--- config.mk ---
export PLATFORM = sky130hd
export DESIGN_NAME = tx_ffe_bdrate_flat
export DESIGN_NICKNAME = d
export VERILOG_FILES = /design/src/rtl/tx_ffe_bdrate_if.sv /design/src/rtl/tx_ffe_bdrate.sv /design/src/flat_wrapper.sv
export SDC_FILE = /design/constraint.sdc
export NUM_CORES = 1
export LEC_CHECK = 0
export CORE_MARGIN = 2
export CORE_UTILIZATION = 38
export CTS_CLUSTER_DIAMETER = 120
export CTS_CLUSTER_SIZE = 12
export DETAILED_ROUTE_END_ITERATION = 8
export SKIP_CTS_REPAIR_TIMING = 1
export SLEW_MARGIN = 20
export SYNTH_ARGS = -nofsm -noshare
export SYNTH_HDL_FRONTEND = slang
export SYNTH_SLANG_ARGS = --single-unit
--- constraint.sdc ---
create_clock -name clk -period 5.6 [get_ports clk]
set_clock_uncertainty 0.2 [all_clocks]
set_input_delay 1.4 -clock clk [delete_from_list [all_inputs] [get_ports clk]]
set_output_delay 1.4 -clock clk [all_outputs]
set_load 0.02 [all_outputs]
--- src/rtl/tx_ffe_bdrate_if.sv ---
// Bus between the TX data source / coefficient host and the FFE, and from the FFE to the DAC driver.
// Handshake: valid-only, no backpressure. din is consumed on every clock edge where din_valid=1, and
// dac_out is meaningful on every edge where dout_valid=1. Coefficient strobes are single-cycle pulses.
interface tx_ffe_bdrate_if #(
    parameter int Nti   = 4,
    parameter int Npre  = 1,
    parameter int Npost = 1,
    parameter int Ncoef = 8,
    parameter int Ndac  = 8
);
    localparam int Ntap = Npre + Npost + 1;
    localparam int Niw  = (Ntap > 1) ? $clog2(Ntap) : 1;

    logic [Nti-1:0]          din;
    logic                    din_valid;
    logic                    bypass;
    logic                    coef_wr;
    logic [Niw-1:0]          coef_idx;
    logic signed [Ncoef-1:0] coef_data;
    logic                    coef_apply;
    logic signed [Ndac-1:0]  dac_out [Nti-1:0];
    logic                    dout_valid;

    modport master (
        output din, din_valid, bypass, coef_wr, coef_idx, coef_data, coef_apply,
        input  dac_out, dout_valid
    );

    modport slave (
        input  din, din_valid, bypass, coef_wr, coef_idx, coef_data, coef_apply,
        output dac_out, dout_valid
    );
endinterface

--- src/rtl/tx_ffe_bdrate.sv ---
// Block-rate TX FFE: Nti bits per clock mapped to +/-1 symbols and filtered by pre/main/post taps.
// Optional TX_FFE_PRBS_EN adds an internal PRBS7 source selectable in place of din.
module tx_ffe_bdrate #(
    parameter int Nti      = 4,
    parameter int Npre     = 1,
    parameter int Npost    = 1,
    parameter int Ncoef    = 8,
    parameter int Ndac     = 8,
    parameter int MAIN_RST = 64
) (
    input  logic clk,
    input  logic rst,
`ifdef TX_FFE_PRBS_EN
    input  logic       prbs_sel,
    input  logic [6:0] prbs_seed,
`endif
    tx_ffe_bdrate_if.slave bus
);
    localparam int Ntap = Npre + Npost + 1;
    localparam int Niw  = (Ntap > 1) ? $clog2(Ntap) : 1;
    localparam int Nsum = Ncoef + 2 + $clog2(Ntap);
    localparam int Nacc = (Nsum > Ndac) ? Nsum : Ndac + 1;
    localparam int Nstr = Npost + Nti + Npre;
    localparam int Nhw  = (Npost > 0) ? Npost : 1;

    localparam logic signed [Nacc-1:0]  SAT_HI = Nacc'((2 ** (Ndac - 1)) - 1);
    localparam logic signed [Nacc-1:0]  SAT_LO = ~SAT_HI;
    localparam logic signed [Ncoef-1:0] MAIN_C = Ncoef'(MAIN_RST);
    localparam logic signed [Ndac-1:0]  BYP_P  = Ndac'(MAIN_RST);
    localparam logic signed [Ndac-1:0]  BYP_N  = -BYP_P;

    logic [Nti-1:0]          din_sel;
    logic [Nti-1:0]          fut_blk;
    logic [Nti-1:0]          cur_blk;
    logic [Nhw-1:0]          hist;
    logic [Nhw-1:0]          hist_nxt;
    logic                    fut_full;
    logic                    cur_full;
    logic                    emit;
    logic [Nstr-1:0]         strm;
    logic signed [Ncoef-1:0] shadow [Ntap];
    logic signed [Ncoef-1:0] active [Ntap];
    logic signed [Nacc-1:0]  psum   [Nti][Ntap+1];
    logic signed [Ndac-1:0]  dac_nxt [Nti];

    function automatic logic signed [Ndac-1:0] sat_code(input logic signed [Nacc-1:0] a);
        if (a > SAT_HI)      sat_code = SAT_HI[Ndac-1:0];
        else if (a < SAT_LO) sat_code = SAT_LO[Ndac-1:0];
        else                 sat_code = a[Ndac-1:0];
    endfunction

`ifdef TX_FFE_PRBS_EN
    // PRBS7 x^7+x^6+1, Nti steps unrolled per clock; slice 0 takes the first new bit.
    logic [6:0]     lfsr;
    logic [6:0]     lfsr_chain [Nti+1];
    logic [Nti-1:0] prbs_bits;

    assign lfsr_chain[0] = lfsr;
    for (genvar k = 0; k < Nti; k++) begin : g_prbs
        assign prbs_bits[k]      = lfsr_chain[k][6] ^ lfsr_chain[k][5];
        assign lfsr_chain[k + 1] = {lfsr_chain[k][5:0], prbs_bits[k]};
    end

    always_ff @(posedge clk or posedge rst) begin
        if (rst) begin
            lfsr <= (prbs_seed == 7'd0) ? 7'h7F : prbs_seed;
        end else if (bus.din_valid && prbs_sel) begin
            lfsr <= lfsr_chain[Nti];
        end
    end

    assign din_sel = prbs_sel ? prbs_bits : bus.din;
`else
    assign din_sel = bus.din;
`endif

    // Oldest-first tail of the block that is leaving the "current" slot.
    if (Npost > 0) begin : g_hist_nxt
        assign hist_nxt = cur_blk[Nti-1 -: Npost];
    end else begin : g_no_hist
        assign hist_nxt = 1'b0;
    end

    always_ff @(posedge clk or posedge rst) begin
        if (rst) begin
            fut_blk  <= '0;
            cur_blk  <= '0;
            hist     <= '0;
            fut_full <= 1'b0;
            cur_full <= 1'b0;
        end else if (bus.din_valid) begin
            fut_blk  <= din_sel;
            cur_blk  <= fut_blk;
            hist     <= hist_nxt;
            fut_full <= 1'b1;
            cur_full <= fut_full;
        end
    end

    // Symbol stream: {next-block pre symbols, current block, post history}, bit 0 oldest.
    assign strm[Npost +: Nti] = cur_blk;
    if (Npost > 0) begin : g_strm_post
        assign strm[Npost-1:0] = hist;
    end
    if (Npre > 0) begin : g_strm_pre
        assign strm[Npost+Nti +: Npre] = fut_blk[Npre-1:0];
    end

    for (genvar j = 0; j < Ntap; j++) begin : g_coef
        localparam logic signed [Ncoef-1:0] RST_C = (j == Npre) ? MAIN_C : '0;

        // Apply reads shadow before this edge's write, so a same-cycle write stays shadow-only.
        always_ff @(posedge clk or posedge rst) begin
            if (rst) begin
                shadow[j] <= RST_C;
                active[j] <= RST_C;
            end else begin
                if (bus.coef_apply) begin
                    active[j] <= shadow[j];
                end
                if (bus.coef_wr && (bus.coef_idx == Niw'(j))) begin
                    shadow[j] <= bus.coef_data;
                end
            end
        end
    end

    // Tap j multiplies the symbol at time offset (Npre - j) relative to slice k.
    for (genvar k = 0; k < Nti; k++) begin : g_slice
        assign psum[k][0] = '0;
        for (genvar j = 0; j < Ntap; j++) begin : g_tap
            logic signed [Nacc-1:0] cext;
            assign cext = $signed({{(Nacc - Ncoef){active[j][Ncoef-1]}}, active[j]});
            assign psum[k][j + 1] = strm[Npost + k + Npre - j] ? (psum[k][j] + cext)
                                                               : (psum[k][j] - cext);
        end

        assign dac_nxt[k] = bus.bypass ? (strm[Npost + k] ? BYP_P : BYP_N)
                                       : sat_code(psum[k][Ntap]);

        always_ff @(posedge clk or posedge rst) begin
            if (rst) begin
                bus.dac_out[k] <= '0;
            end else if (emit) begin
                bus.dac_out[k] <= dac_nxt[k];
            end
        end
    end

    // A block is emitted only when the following block arrives, so it is known for the pre-cursor.
    assign emit = bus.din_valid & cur_full;

    always_ff @(posedge clk or posedge rst) begin
        if (rst) begin
            bus.dout_valid <= 1'b0;
        end else begin
            bus.dout_valid <= emit;
        end
    end
endmodule

--- src/flat_wrapper.sv ---
// flat-port wrapper written by rule: the top's interface ports become plain ports
module tx_ffe_bdrate_flat 
#(
    parameter int Nti      = 4,
    parameter int Npre     = 1,
    parameter int Npost    = 1,
    parameter int Ncoef    = 8,
    parameter int Ndac     = 8,
    parameter int MAIN_RST = 64
)
  (clk, rst, bus_din, bus_din_valid, bus_bypass, bus_coef_wr, bus_coef_idx, bus_coef_data, bus_coef_apply, bus_dac_out, bus_dout_valid);
  tx_ffe_bdrate_if #(.Nti(Nti), .Npre(Npre), .Npost(Npost), .Ncoef(Ncoef), .Ndac(Ndac)) bus_i ();
  input  logic clk;
  input  logic rst;
  input wire logic [$bits(bus_i.din)-1:0] bus_din;
  input wire logic [$bits(bus_i.din_valid)-1:0] bus_din_valid;
  input wire logic [$bits(bus_i.bypass)-1:0] bus_bypass;
  input wire logic [$bits(bus_i.coef_wr)-1:0] bus_coef_wr;
  input wire logic [$bits(bus_i.coef_idx)-1:0] bus_coef_idx;
  input wire logic [$bits(bus_i.coef_data)-1:0] bus_coef_data;
  input wire logic [$bits(bus_i.coef_apply)-1:0] bus_coef_apply;
  output wire logic [$bits(bus_i.dac_out)-1:0] bus_dac_out;
  output wire logic [$bits(bus_i.dout_valid)-1:0] bus_dout_valid;
  assign bus_i.din = bus_din;
  assign bus_i.din_valid = bus_din_valid;
  assign bus_i.bypass = bus_bypass;
  assign bus_i.coef_wr = bus_coef_wr;
  assign bus_i.coef_idx = bus_coef_idx;
  assign bus_i.coef_data = bus_coef_data;
  assign bus_i.coef_apply = bus_coef_apply;
  assign bus_dac_out = {>>{bus_i.dac_out}};
  assign bus_dout_valid = bus_i.dout_valid;
  tx_ffe_bdrate #(.Nti(Nti), .Npre(Npre), .Npost(Npost), .Ncoef(Ncoef), .Ndac(Ndac), .MAIN_RST(MAIN_RST)) u_core (.clk(clk), .rst(rst), .bus(bus_i));
endmodule
==> results of run 1 <==
==> critical path, delay by kind of cell, from the launching register on <==
family / cells / cell delay, ps
AOI/OAI and AO/OA: 9 / 1730
DFF: 1 / 420
adders and majority gates: 3 / 880
and+or+nand+nor: 4 / 840
buffers and inverters: 2 / 170
xor gates and xnor gates: 3 / 810
==> sequential cells by signal, indices dropped and copies added (netlist names) <==
register	flops
u_core.cur_blk	4
u_core.bus.dac_out	32
u_core.fut_full	1
u_core.bus.dout_valid	1
u_core.hist	1
u_core.shadow	24
u_core.active	24
u_core.cur_full	1
u_core.fut_blk	4
==> through the flow <==
stage          instance area [sq um]   util  std cells  setup WS, ps  hold slack (ps)
2_1_floorplan                   8930      -        980           741              231
3_3_place_gp                    9860  0.424       1335           567              249
3_5_place_dp                    9860  0.424       1335           427              251
4_1_cts                        10100  0.436       1351           408              274
5_1_grt                        10200  0.436       1351          54.4              280
6_report                       10200  0.436       1351           501              267
==> synthesized netlist by cell type (all sizes together), types with 8 or more instances <==
library cell / number
clkbuf: 18
a31oi: 9
nand3: 12
a21o: 25
fa: 8
inv: 23
ha: 81
o21bai: 20
nor2b: 10
mux2: 63
o21ai: 49
nor3: 18
a21oi: 65
nor3b: 9
nor2: 115
xnor2: 50
dfrtp: 90
a221o: 13
buf: 26
and2: 11
o31ai: 14
a211oi: 16
xor2: 101
nand2: 50
==> worst paths after layout <==
kind                       depth (start not counted)  slack (ps)                      to               from
max                                               21         500  u_core.bus.dac_out[11]  u_core.active[17]
min                                                1         270         u_core.fut_full    u_core.fut_full
max reg2reg                                       21         500  u_core.bus.dac_out[11]  u_core.active[17]
min reg2reg                                        1         270         u_core.fut_full    u_core.fut_full
max in group asynchronous                          3        2900       u_core.shadow[14]                rst
min in group asynchronous                          2        1380        u_core.active[6]                rst
==> area by class of cell <==
class,instances,area [sq um]
inverters,24,92.6
flip-flops and latches,92,2300
multi-input cells,820,6330
fillers,2345,13100
clock inverters,6,45.0
well taps,319,399
repair buffers,80,743
clock buffers,10,239
==> layer usage <==
metal	GRT usage	wire length (microns)	vias to the layer above
li1	-	-	3615
met1	0.279	11500	3490
met2	0.308	10400	164
met3	0.0212	877	49
met4	0.0766	735	0
met5	0	0	-
==> cells by family (layout without fill, tap and decap cells) <==
| logic type | count (synthesis) | in the layout | synth area share |
|---|---|---|---|
| AOI/OAI and AO/OA | 254 | 254 | 0.197 |
| adders and majority gates | 89 | 89 | 0.131 |
| DFF | 92 | 92 | 0.258 |
| muxes | 68 | 68 | 0.0850 |
| buffers and inverters | 68 | 120 | 0.0343 |
| and+or+nand+nor | 255 | 255 | 0.137 |
| xor gates and xnor gates | 154 | 154 | 0.157 |
==> results.md, run 1 <==
- The flow ran to the end, and the final reports show no timing, DRC or antenna violations.
- Relative to the synthesized area, the layout overhead comes to 13.7%.
- Across the run, the number of max-cap violations was 0.
- In the final routed layout, each cell accounts on average for 17.4 microns.
- The accumulated negative setup slack is 0 ps.
- For this run, the top clock speed supported by timing is 196 MHz.
- The number of antenna diodes is 0.
- In this run, the number of DRC markers left after iteration 0 of detailed routing was 360.
- The initial cell density of the core is 0.384.
- The number of flip-flops and latches in the synthesized netlist is 92.
- The most common cell after layout, fill and taps aside is sky130_fd_sc_hd__nor2_1.
- The number of antenna violations at the first check in global routing is 0.
- Clock tree synthesis inserted a total of 9 buffers.
- The routed design has 23400 microns of wire.
- For this run, the register share of the synthesized area comes to 0.258.
- Setup repair after global routing left no endpoint under its margin.
- The core area is 23300 sq um.
- The floorplan has 56 rows.
- The synthesized cell area is 8930 sq um.
- The depth of the CTS H-tree is 3.
- Of all nets on the critical path, the largest fanout is 7.
- In this design, the critical path's most frequently occurring cell is sky130_fd_sc_hd__ha_1.
- The detailed placement HPWL is 18200 microns.
- The most instantiated flip-flop cell in the synthesis netlist is sky130_fd_sc_hd__dfrtp_1.
- When the netlist entered floorplanning its net count stood at 1089.
- The average cell area after synthesis is 9.11 sq um.
- At the pin with the least slew margin, the transition time is 964 ps.
- The pin count of the biggest net entering global routing is 67.
- In the routed layout, each cell is associated on average with a via count of 5.42.
- Measured along the y axis, the die boundary spans 157 microns.
- The number of global-route vias before repair is 7077.
- Measured against its own limit, the worst slew margin works out to 0.355.
- Counting along the longest clock path gives a buffer depth of 2.
- Synthesis handed over a netlist of 980 instances.
- Clock tree synthesis selected as its root buffer the cell sky130_fd_sc_hd__clkbuf_16.
- The number of synthesized flops with an enable pin is 0.
- Of all flip-flops after synthesis, the portion carrying an async set or reset was 1.00.
- The area share of the largest cell type after synthesis is 0.252.
- In the final layout, the share of cells above drive strength 1 is 0.136.
- For this design, the slowest cell found on the critical path is sky130_fd_sc_hd__xnor3_1.
- The number of optimization iterations in the first detailed-route pass is 5.
- The clock reaches the later pin of the worst-skew pair after 350 ps.
- Of the available clock period, the critical path in the final layout requires 0.911.
- The final-report max-slew violation count is 0.
- The worst setup path is of the flop to flop kind.
- The critical path goes through inv_1 > ha_1 > nor3b_4 > nor2_1 > xor2_1 > ha_1 > inv_1 > o31ai_2 > a21o_1 > a21o_1 > a21oi_1 > o21bai_1 > xor2_1 > ha_1 > o21ai_0 > nor3_1 > a211oi_1 > xnor3_1 > o41ai_1 > and2_0 > a221o_1.
- The netlist uses 78 different library cells.
- Routability-driven placement finished with a final weighted congestion of 0.942.
- The die span in x is 157 microns.
- In this run the remaining antenna-violating nets after routing total 0.
- The routed layout has 7318 vias.
- In the routed design, unresolved DRC markers number 0.
- The tightest min-delay check is of the flop to flop type.
- On the worst path, the slowest cell contributes a delay of 480 ps.
- The hold violation count in the final report is 0.
- Setup violations remaining at the end of the flow were counted as 0.
- In the layout the commonest cells are sky130_fd_sc_hd__nor2_1 (113), sky130_fd_sc_hd__xor2_1 (100), sky130_fd_sc_hd__dfrtp_1 (90).
- After global routing the overflow that remains totals 0.
- During synthesis, Yosys emitted a total of 0 warnings.
- TritonCTS built the clock tree.
- The layout net count is 1136.
- The total of buffers placed on input and output ports is 52.
- The first global-routing pass estimated 38000 microns of wire.
- The dominant cell type by area after synthesis is sky130_fd_sc_hd__dfrtp_1.
- The floorplan step defined a die boundary enclosing 24700 sq um.
- The critical path startpoint category is a flop.
- STA classifies the critical path endpoint as a flop.
- After clock tree synthesis, the clock-pin slew on the worst setup and hold paths is 70 ps.
- The worst path required time is 5700 ps.
- The overall track demand over capacity in global routing is 0.197.
- The critical path arrival is 5190 ps.
- For this design the top-level I/O count stands at 53.
- The routed design could run at a clock period as short as 5100 ps.
- The number of clock sinks seen by CTS is 92.
- Sorting the synthesized cells by area gives the leading types as sky130_fd_sc_hd__dfrtp_1 (25%), sky130_fd_sc_hd__ha_1 (11%), sky130_fd_sc_hd__xor2_1 (9.8%), sky130_fd_sc_hd__mux2_2 (7.9%), sky130_fd_sc_hd__xnor2_1 (4.9%).
Power of run 1 is left out: the tool's default activity adds up to more than one toggle a clock period on the data nets, which glitch-free logic cannot reach.
==> run 2, diff against run 1 <==
Settings changed: RECOVER_POWER set to 100.
Clock period 5.6 ns to 6.4 ns, I/O delays scaled along.
==> run 2 against run 1 <==
The run now ends with capacitance limit, slew limit left. Non-clock buffer count is 16 lower. Global-route usage down 0.21 points. Routed wire length down 0.11%. Sequential cell count unchanged. Critical path depth shrank 1. Count of clock-buffer cells in the layout down 1. Hold slack better by 6.4 ps. First-iteration DRC count rose by 10%. Sequential share of layout area is 0.36 points higher. Design area fell by 1.6%. Critical endpoint is now u_core.bus.dac_out[2]. Largest cell class unchanged.
==> results.md, run 2 (synthesized netlist as in run 1, its figures left out) <==
- The core area is 23300 sq um (unchanged).
- The routed wire length is 23400 microns (about the same).
- The initial cell density of the core is 0.384 (unchanged).
- The flop-to-flop setup slack is 490 ps (was 500 ps).
- The clock latency of the later-clocked register in the worst-skew pair came to 370 ps (was 350 ps).
- Cells along the critical path: nor3_1 > nor3b_1 > nor3b_1 > nor2_1 > xor2_1 > ha_1 > a21oi_1 > o21ai_0 > nand3_1 > nand2_1 > xnor2_1 > ha_1 > o2111ai_1 > nor3_1 > o31ai_1 > nand3_1 > xnor2_1 > xor2_1 > a21oi_4 > a221o_1 (was inv_1 > ha_1 > nor3b_4 > nor2_1 > xor2_1 > ha_1 > inv_1 > o31ai_2 > a21o_1 > a21o_1 > a21oi_1 > o21bai_1 > xor2_1 > ha_1 > o21ai_0 > nor3_1 > a211oi_1 > xnor3_1 > o41ai_1 > and2_0 > a221o_1).
- The critical path's slowest cell is sky130_fd_sc_hd__nor3b_1 (was sky130_fd_sc_hd__xnor3_1).
- The floorplan die area was 24700 sq um (unchanged).
- The largest register by flop count is u_core.bus.dac_out (unchanged).
- The die span in x is 157 microns (unchanged).
- The number of antenna diodes is 0 (unchanged).
- The count of final setup violators is 0 (unchanged).
- The number of antenna violations at the first check in global routing is 0 (unchanged).
- The clock period minus final worst setup slack is 5910 ps (was 5100 ps).
- Registers with the highest flip-flop counts: u_core.bus.dac_out (32), u_core.active (24), u_core.shadow (24) (unchanged).
- The clock tree from TritonCTS is built (unchanged).
- The actual slew at the worst max-slew pin is 2550 ps (was 964 ps).
- The number of violations of the max-capacitance limit is 2 (was 0).
- The number of global-route vias before repair was 6884 (was 7077).
- The number of buffer and inverter instances along the worst setup path came to 0 (was 2).
- The number of top-level pins is 53 (unchanged).
- The peak fanout along the critical path is 7 (unchanged).
- The worst slew slack as a fraction of its limit is -0.709 (was 0.355).
- The total number of vias is 7171 (was 7318).
- The layout cell share with drive strength beyond 1 is 0.114 (was 0.136).
- The number of standard-cell rows in the floorplan is 56 (unchanged).
- Commonest cells after routing, fill and taps aside: sky130_fd_sc_hd__nor2_1 (113), sky130_fd_sc_hd__xor2_1 (101), sky130_fd_sc_hd__dfrtp_1 (90) (was sky130_fd_sc_hd__nor2_1 (113), sky130_fd_sc_hd__xor2_1 (100), sky130_fd_sc_hd__dfrtp_1 (90)).
- Outcome: finished, violations left (was complete, no violations).
- The number of cells traversed by the worst hold path is 2 (was 1).
- The wire length of the first global-routing pass was 37500 microns (was 38000 microns).
- The detailed placement HPWL is 17900 microns (was 18200 microns).
- The total of buffers placed on input and output ports came to 52 (unchanged).
- The maximum buffer depth of the clock tree came to 2 (unchanged).
- The peak per-stage delay on the critical path was 760 ps (was 480 ps).
- The remaining number of nets flagged by the antenna check after routing was 0 (unchanged).
- RSZ-0062 raised after global routing: false (unchanged).
- The overall overflow remaining after global route was 0 (unchanged).
- The peak clock frequency supported by timing was 169 MHz (was 196 MHz).
- The source of the worst register-to-register timing path is u_core.active[18] (was u_core.active[17]).
- The overall track demand over capacity in global routing was 0.195 (was 0.197).
- The critical path startpoint category was a flop (unchanged).
- The number of clock sinks seen by CTS is 92 (unchanged).
- The endpoint of the most critical register-to-register path was u_core.bus.dac_out[2] (was u_core.bus.dac_out[11]).
- The clock-pin slew reported for the worst setup and hold paths after clock tree synthesis is 80 ps (was 70 ps).
- The critical path arrival came to 5950 ps (was 5190 ps).
- The final-report max-slew violation count is 93 (was 0).
- The overall die height is 157 microns (unchanged).
- The startpoint-to-endpoint class of the critical path is flop to flop (unchanged).
- The path type of the worst min-delay path was flop to flop (unchanged).
- The final reports fail on capacitance limit, slew limit.
- The weighted congestion at the end of routability-driven global placement is 0.921 (was 0.942).
- The number of optimization iterations in the first detailed-route pass is 5 (unchanged).
- The terminating pin of the worst hold path is u_core.bus.dac_out[15] (was u_core.fut_full).
- The hold violation count in the final report was 0 (unchanged).
- The number of DRC violations after detailed routing is 0 (unchanged).
- The nature of the critical path endpoint is a flop (unchanged).
- The number of violations reported at the end of detailed-routing iteration 0 is 397 (was 360).
- The post-route clock period utilization is 0.923 (was 0.911).
- The synthesis-to-layout area growth is 11.9% (was 13.7%).
- The worst path required time was 6450 ps (was 5700 ps).
- The cell depth of the worst flop-to-flop path was 20 (was 21).
- The number of filler cells placed in the layout is 2357 (was 2345).
- The accumulated negative setup slack came to 0 ps (unchanged).
- The number of buffers added by the clock tree synthesis step is 9 (unchanged).
- The CTS root buffer is sky130_fd_sc_hd__clkbuf_16 (unchanged).
- The most common cell after layout, fill and taps aside is sky130_fd_sc_hd__nor2_1 (unchanged).
- The launch instance of the worst min-delay path is u_core.bus.dac_out[15] (was u_core.fut_full).
- The depth of the CTS H-tree is 3 (unchanged).
- The routed via count divided by cell count is 5.37 (was 5.42).
- The pin count of the biggest net entering global routing is 56 (was 67).
- The post-detailed-route wirelength per cell is 17.5 microns (was 17.4 microns).
- The layout net count is 1120 (was 1136).
- The gate family responsible for the most delay along the worst path is simple AND/OR/NAND/NOR gates (was compound AO/OA/AOI/OAI gates).
- The number of flip-flops in the largest register came to 32 (unchanged).
-- run 2: changes by cell type in the layout (fill, tap and decap cells not counted), moves of 2 or more --
cell | previous run | this run
sky130_fd_sc_hd__dlygate4sd3_1 | 0 | 37
sky130_fd_sc_hd__clkinv_8 | 0 | 2
sky130_fd_sc_hd__buf_4 | 27 | 8
sky130_fd_sc_hd__clkinvlp_4 | 3 | 0
sky130_fd_sc_hd__clkbuf_1 | 0 | 3
sky130_fd_sc_hd__clkdlybuf4s50_1 | 52 | 15
-- run 2: worst max-delay path by stage --
stage,cells after the start,from,to
floorplan,20,u_core.active[18],u_core.bus.dac_out[13]
CTS,18,u_core.active[18],u_core.bus.dac_out[12]
detailed placement,18,u_core.active[18],u_core.bus.dac_out[10]
finish,20,u_core.active[18],u_core.bus.dac_out[2]
global placement,18,u_core.active[18],u_core.bus.dac_out[13]
global route,20,u_core.active[18],u_core.bus.dac_out[2]
-- run 2: tightest hold or removal path, cell delays in order, from the launching register on --
cell and delay, ps:
sky130_fd_sc_hd__dfrtp_1 350, sky130_fd_sc_hd__nand2_1 50, sky130_fd_sc_hd__nand2_1 50
-- run 2: final cells by class --
| type | instances | area (sq um) | area share |
|---|---|---|---|
| tap | 319 | 399 | 0.0399 |
| multi-input combinational | 820 | 6290 | 0.629 |
| clock inverter | 7 | 86.3 | 0.00864 |
| timing repair buffer | 64 | 597 | 0.0597 |
| clock buffer | 9 | 225 | 0.0225 |
| sequential | 92 | 2300 | 0.231 |
| inverter | 24 | 91.3 | 0.00914 |
-- run 2: metrics by stage --
| stage | std cells | utilization | hold slack, ps | worst slack [ps] | area, sq um |
|---|---|---|---|---|---|
| floorplan | 980 | - | 231 | 1540 | 8930 |
| finish | 1335 | 0.430 | 273 | 494 | 9990 |
| CTS | 1335 | 0.431 | 279 | 687 | 10000 |
| global placement | 1319 | 0.418 | 249 | 846 | 9730 |
| detailed placement | 1319 | 0.418 | 257 | 740 | 9730 |
| global route | 1335 | 0.430 | 288 | 82.3 | 9990 |
-- run 2: routing by layer --
layer / up-vias / part of all wire / GRT usage
li1: 3582 / - / -
met1: 3412 / 0.49 / 0.279
met2: 165 / 0.45 / 0.310
met3: 12 / 0.047 / 0.0262
met4: 0 / 0.010 / 0.0494
met5: - / 0 / 0
Power of run 2 is left out for the same reason.
==> variant (flow settings as in run 1) <==
`MAIN_RST` is set to 64 in 2 places; all go to 48.
--- a/src/rtl/tx_ffe_bdrate.sv
+++ b/src/rtl/tx_ffe_bdrate.sv
@@ -8,3 +8,3 @@
     parameter int Ndac     = 8,
-    parameter int MAIN_RST = 64
+    parameter int MAIN_RST = 48
 ) (
--- a/src/flat_wrapper.sv
+++ b/src/flat_wrapper.sv
@@ -8,3 +8,3 @@
     parameter int Ndac     = 8,
-    parameter int MAIN_RST = 64
+    parameter int MAIN_RST = 48
 )
Formal check against the unedited RTL: not equivalent (a bounded check fails within 4 cycles, from zero or initial values and one cycle with rst high).
==> variant against run 1 <==
Final area increased by 0.44%; cell count rose by 2.7%; synthesized cell count up 4.1%; setup slack got worse by 89 ps; synthesized area hardly changed; sequential cell count stayed put; wire length fell by 0.97%.
Power is left out: the tool's default activity adds up to more than one toggle a clock period on the data nets, which glitch-free logic cannot reach.
==> variant: results <==
metrics = {
    "run_status": {
        "status": "complete, no violations",
    },
    "cells_and_area": {
        "drive_above_1_share": 0.129,
        "nFillCells": 2324,
        "num-nets-final": 1173,
    },
    "routing": {
        "routed-wl-met3_um": 1160,
        "dr_total_vias": 7463,
        "wl_met1_um": 11200,
        "wl_met2_um": 10400,
    },
    "timing": {
        "slew_headroom": 0.489,
    },
    "logic_synthesis": {
        "yosysUniqueCellTypes": 69,
        "ys_top_cells_by_count": "nor2_1, dfrtp_1, o21ai_0, xor2_1, ha_1",
        "synth_fp_nets": 1129,
        "synth.area.top_cells": "dfrtp_1, ha_1, mux2_2",
        "yosysSeqAreaShare": 0.258,
    },
    "place": {
        "place_congestion": 0.888,
        "hpwl_um": 18500,
    },
    "grt": {
        "track_usage": 0.194,
        "grt_max_degree": 57,
        "met3_usage": 0.0292,
        "grt_use_met2": 0.310,
        "grt_pass1_wl_um": 37500,
        "grt_pass1_vias": 7024,
        "grtUsageMet1": 0.274,
    },
    "clock_tree": {
        "cts.htree.levels": 3,
        "clk_pin_slew_worst_paths_ps": 90,
        "worstSkewPairLatency_ps": 370,
    },
    "critical_path": {
        "cpPeakStageDelay_ps": 550,
        "cpMaxStageDelayCell": "xor3_2",
        "crit_fanout": 9,
    },
}
variant: changes by cell type after synthesis, moves of 8 or more:
cell,before,now
clkbuf_1,18,27
nand2_1,50,68
a221o_1,13,0
o21ai_0,49,84
xor2_1,100,84
nor2b_1,10,2
o21a_1,6,14
variant: final timing paths:
| kind | slack (ps) | endpoint | start | cells after the start |
|---|---|---|---|---|
| setup reg to reg | 410 | u_core.bus.dac_out[26] | u_core.active[17] | 20 |
| min in group asynchronous | 1320 | u_core.bus.dac_out[18] | rst | 2 |
| setup / recovery | 410 | u_core.bus.dac_out[26] | u_core.active[17] | 20 |
| max in group asynchronous | 3080 | u_core.bus.dac_out[27] | rst | 3 |
| hold / removal | 260 | u_core.active[8] | u_core.shadow[8] | 2 |
| hold reg to reg | 260 | u_core.active[8] | u_core.shadow[8] | 2 |
variant: cell families (layout without fill, tap and decap cells):
family | Yosys count | count (layout) | synth area share
flip-flops | 92 | 92 | 0.258
AO/OA/AOI/OAI | 294 | 294 | 0.208
XOR/XNOR | 142 | 142 | 0.144
adder cells (fa/ha/maj) | 89 | 89 | 0.131
AND/OR/NAND/NOR | 261 | 261 | 0.135
buffers and inverters | 70 | 119 | 0.0318
multiplexers | 72 | 72 | 0.0916
variant: final cells by class:
cell class	instances	area (µm²)	share of cell area
multi-input cells	858	6370	0.625
flip-flops and latches	92	2310	0.226
clock inverters	7	80.1	0.00785
clock buffers	9	225	0.0221
well taps	319	399	0.0391
repair buffers	79	723	0.0709
inverters	24	92.6	0.00908
variant: worst max-delay path: cells and delay by family (launching register included):
kind	cells	cell delay, ps
buffers and inverters	1	90
adders and majority gates	3	940
xor gates and xnor gates	4	1090
AOI/OAI and AO/OA	6	1260
DFF	1	430
and+or+nand+nor	6	1090
